$ cat src/rtl/moving_avg_filter.sv
// Stereo N-point moving-average filter between the CODEC ADC read port and DAC write port.
// Define MOVING_AVG_BYPASS_EN to compile a pass-through with the same handshake instead.
module moving_avg_filter #(
  parameter int LOG2_N = 3,
  parameter int DW     = 24
) (
  input  logic                 CLOCK_50,
  input  logic                 reset,
  input  logic                 in_valid,
  output logic                 in_ready,
  input  logic signed [DW-1:0] in_left,
  input  logic signed [DW-1:0] in_right,
  output logic                 out_valid,
  input  logic                 out_ready,
  output logic signed [DW-1:0] out_left,
  output logic signed [DW-1:0] out_right,
  output logic [LOG2_N:0]      fill_count
);

  logic out_valid_reg;
  logic accept;

  // Output stage frees up in the same cycle the consumer takes the held pair.
  assign in_ready  = !out_valid_reg || out_ready;
  assign accept    = in_valid && in_ready;
  assign out_valid = out_valid_reg;

  always_ff @(posedge CLOCK_50) begin
    if (!reset) begin
      out_valid_reg <= 1'b0;
    end else if (accept) begin
      out_valid_reg <= 1'b1;
    end else if (out_ready) begin
      out_valid_reg <= 1'b0;
    end
  end

`ifndef MOVING_AVG_BYPASS_EN
  localparam int N = 1 << LOG2_N;
  localparam logic [LOG2_N:0] N_FILL = (LOG2_N + 1)'(N);

  logic [LOG2_N-1:0] wr_ptr_reg;
  logic [LOG2_N:0]   fill_count_reg;
  logic              window_full;

  assign window_full = (fill_count_reg == N_FILL);
  assign fill_count  = fill_count_reg;

  // Shared pointer; N is a power of two so the natural wrap gives modulo N.
  always_ff @(posedge CLOCK_50) begin
    if (!reset) begin
      wr_ptr_reg     <= '0;
      fill_count_reg <= '0;
    end else if (accept) begin
      wr_ptr_reg <= wr_ptr_reg + 1'b1;
      if (!window_full) begin
        fill_count_reg <= fill_count_reg + 1'b1;
      end
    end
  end

  for (genvar gi = 0; gi < 2; gi++) begin : g_ch
    logic signed [DW-1:0] win_reg [N];
    logic signed [DW-1:0] acc_reg;
    logic signed [DW-1:0] out_reg;
    logic signed [DW-1:0] sample;
    logic signed [DW-1:0] scaled;
    logic signed [DW-1:0] old_sample;
    logic signed [DW-1:0] acc_next;

    assign sample     = (gi == 0) ? in_left : in_right;
    assign scaled     = sample >>> LOG2_N;
    // Read-before-write: the evicted entry is the one about to be overwritten.
    assign old_sample = window_full ? win_reg[wr_ptr_reg] : '0;
    assign acc_next   = acc_reg + scaled - old_sample;

    always_ff @(posedge CLOCK_50) begin
      if (!reset) begin
        acc_reg <= '0;
        out_reg <= '0;
        for (int i = 0; i < N; i++) begin
          win_reg[i] <= '0;
        end
      end else if (accept) begin
        win_reg[wr_ptr_reg] <= scaled;
        acc_reg             <= acc_next;
        out_reg             <= acc_next;
      end
    end
  end

  assign out_left  = g_ch[0].out_reg;
  assign out_right = g_ch[1].out_reg;
`else
  assign fill_count = '0;

  for (genvar gi = 0; gi < 2; gi++) begin : g_ch
    logic signed [DW-1:0] out_reg;
    logic signed [DW-1:0] sample;

    assign sample = (gi == 0) ? in_left : in_right;

    always_ff @(posedge CLOCK_50) begin
      if (!reset) begin
        out_reg <= '0;
      end else if (accept) begin
        out_reg <= sample;
      end
    end
  end

  assign out_left  = g_ch[0].out_reg;
  assign out_right = g_ch[1].out_reg;
`endif

endmodule

$ cat config.mk
export PLATFORM = sky130hd
export DESIGN_NAME = moving_avg_filter
export DESIGN_NICKNAME = d
export VERILOG_FILES = /design/src/rtl/moving_avg_filter.sv
export SDC_FILE = /design/constraint.sdc
export NUM_CORES = 1
export LEC_CHECK = 0
export CAP_MARGIN = 5
export CORE_MARGIN = 2
export CORE_UTILIZATION = 55
export CTS_BUF_LIST = sky130_fd_sc_hd__clkbuf_8 sky130_fd_sc_hd__clkbuf_16
export DETAILED_ROUTE_END_ITERATION = 7
export PLACE_DENSITY = 0.81
export SYNTH_ARGS = -nofsm -noshare
export SYNTH_HDL_FRONTEND = slang
export SYNTH_SLANG_ARGS = --single-unit
$ cat constraint.sdc
create_clock -name CLOCK_50 -period 5.39 [get_ports CLOCK_50]
set_clock_uncertainty 0.2 [all_clocks]
set_input_delay 0.8085 -clock CLOCK_50 [delete_from_list [all_inputs] [get_ports CLOCK_50]]
set_output_delay 0.8085 -clock CLOCK_50 [all_outputs]
set_load 0.005 [all_outputs]
==> out/results.ini <==
[setup_path]
crit_path_start_kind = register
reg2regPathDepth = 14
critPathSlowestCell = mux4_2
path_cells = buf_12 > mux4_2 > mux2i_1 > nor2_1 > fa_1 > inv_1 > ha_1 > and4_1 > and2_1 > o21ai_1 > a21oi_1 > o21ai_0 > mux2i_1 > mux2i_1
cp-end-kind = register
required_ns = 5.67
cpPeakStageDelay_ns = 0.56
path_class = register to register
worst_path_most_repeated_cell = mux2i_1
r2r_end = out_left[23]
regToRegSetupSlack_ns = 0.79
worstPathMaxFanout = 28
cp.arrival_ns = 4.89

[timing]
tightest_slew_ns = 1.244
post-route-period-util = 0.8539
tns_ns = 0
finalMaxSlewViolations = 0
slew_headroom = 0.1705
hold_slack_ns = 0.2817
hold_violations = 0
period_needed_ns = 4.603
fin_ws_ns = 0.7872
finalSetupViolCount = 0
grt_setup_unrepaired = false
max_freq_mhz = 217.3

[placed_design]
port_buffers = 99
gp_congestion = 0.9433
dp_slack_ns = 0.8269
hpwl_um = 33940

[hold_path]
whs_path_depth = 2
min_from = out_left[23]
hold_path.class = register to register
hold_path_end = out_left[23]

[die]
die-area_sq_um = 40120
initial_core_util = 0.5600
die_height_um = 200.3
die_width_um = 200.3
io_pins = 106
row_count = 71
coreArea_sq_um = 37840

[pwr]
leakagePower_uw = 0.008870
ir_worst_vdd_mv = 0.3020
pwr_density_cell_nw_per_um2 = 405.4

[synth]
synth.avg_cell_area_sq_um = 12.03
ys_ff_latch = 395
synthDistinctLibCells = 60
yosysMostFrequentCell = edfxtp_1
ys_top_cells_by_count = 336 x edfxtp_1, 187 x inv_1, 164 x nor4_1
async_flop_share = 0
synth.top_cell.area_share = 0.4761
yosysTopAreaCell = edfxtp_1
synth_fp_nets = 1912
synth_area_sq_um = 21190
ys_top_cells_by_area = edfxtp_1 48%, mux4_2 8.9%, dfxtp_1 5.6%
synth_ff_type = edfxtp_1
syn_inst = 1761
yosysWarnings = 0
yosysSeqAreaShare = 0.5319
synth_edf_count = 336

[status]
status = complete, no violations

[cts]
ctsResizeCount = 0
root_buffer = clkbuf_16
post-cts-setup-buffers = 0
h-tree-depth = 2
cts_buffers = 41
clk_pin_slew_ns = 0.06
cts_sinks = 395
cts.path.max_buffers = 3
cts_tree = built
cts_hold_buf = 0
clk_latency_ns = 0.57

[global_route]
gr-total-overflow = 0
grt_pass1_vias = 15600
grt_pass1_wl_um = 87260
grt_max_degree = 106
groute.usage.overall = 0.2836
antenna_found_initial = 1

[drt]
avgRoutedWirePerCell_um = 24.13
wirelength_um = 56720
postRouteAntennaNets = 0
dr.pass1.iters = 7
vias_per_cell = 6.330
initialDrtViolationCount = 1522
vias = 14880
drc = 0

[finish]
drive_above_1_share = 0.1131
area_growth_pct = 14.16
largest_reg_flops = 336
nets = 1958
filler_cell_count = 2864

[job]
maxCapViolCount = 0

-- where the power goes --
part	internal (uW)	switching (uW)	leakage [uW]
sequential	3560	211	0.00397
combinational	1340	1780	0.00420
clock	1720	1200	0.000705
-- worst max-delay path by stage --
stage,to,slack (ns)
2_1_floorplan,out_right[23],1.02
3_3_place_gp,out_left[23],0.87
3_5_place_dp,out_left[23],0.83
4_1_cts,out_left[23],0.80
5_1_grt,out_left[23],0.59
6_report,out_left[23],0.79
-- through the flow --
step / cells / utilization / total power, uW / instance area [sq um]
floorplan: 1761 / - / 5890 / 21190
global placement: 2275 / 0.6030 / 6769 / 22820
detailed placement: 2275 / 0.6030 / 6865 / 22820
CTS: 2350 / 0.6392 / 9792 / 24190
global route: 2351 / 0.6393 / 10260 / 24190
finish: 2351 / 0.6393 / 9808 / 24190
-- cells in the final DEF (no fill, tap or decap), types with 9 or more instances in the layout --
cell type,count
edfxtp_1,336
inv_1,194
and2_1,161
nor4_1,161
clkdlybuf4s50_1,98
nand2_1,91
mux4_2,84
nor2_1,67
nor3_1,54
dfxtp_1,54
ha_1,53
fa_1,46
a21oi_1,44
clkbuf_16,43
mux2i_1,42
o21ai_0,30
o21ai_1,24
buf_4,24
xor2_1,22
xnor2_1,20
nand3_1,19
a21o_1,14
buf_12,12
and3_1,10
clkinv_1,9
-- worst max-delay path: cells and delay by family (launching register included) --
family	cells	cell delay, ns
AO/OA/AOI/OAI	3	0.70
adder cells (fa/ha/maj)	2	0.84
buffers and inverters	2	0.34
flip-flops	1	0.55
multiplexers	4	1.34
AND/OR/NAND/NOR	3	0.53
-- cells by family after synthesis --
logic type / after synthesis / share of synthesized area
AO/OA/AOI/OAI: 171 / 0.05119
buffers and inverters: 319 / 0.05709
adder cells (fa/ha/maj): 99 / 0.07475
XOR/XNOR: 42 / 0.01736
multiplexers: 127 / 0.1096
flip-flops: 395 / 0.5319
AND/OR/NAND/NOR: 608 / 0.1581
-- layout make-up --
type / count / area (sq um) / area share
flip-flops and latches: 395 / 11280 / 0.4664
multi-input cells: 1047 / 8788 / 0.3633
inverters: 187 / 701.9 / 0.02901
well taps: 511 / 639.4 / 0.02643
clock buffers: 46 / 1117 / 0.04619
clock inverters: 29 / 254.0 / 0.01050
diodes: 1 / 2.502 / 0.0001034
repair buffers: 135 / 1406 / 0.05813
-- metal layers --
metal  wire length [um]  GRT usage  up-vias
li1                   -          -     6526
met1              21280     0.3539     7373
met2              27920     0.4844      794
met3               5013    0.04963      188
met4               2509     0.1315        0
met5                  0          0        -
Power figures use the tool's default switching activity.
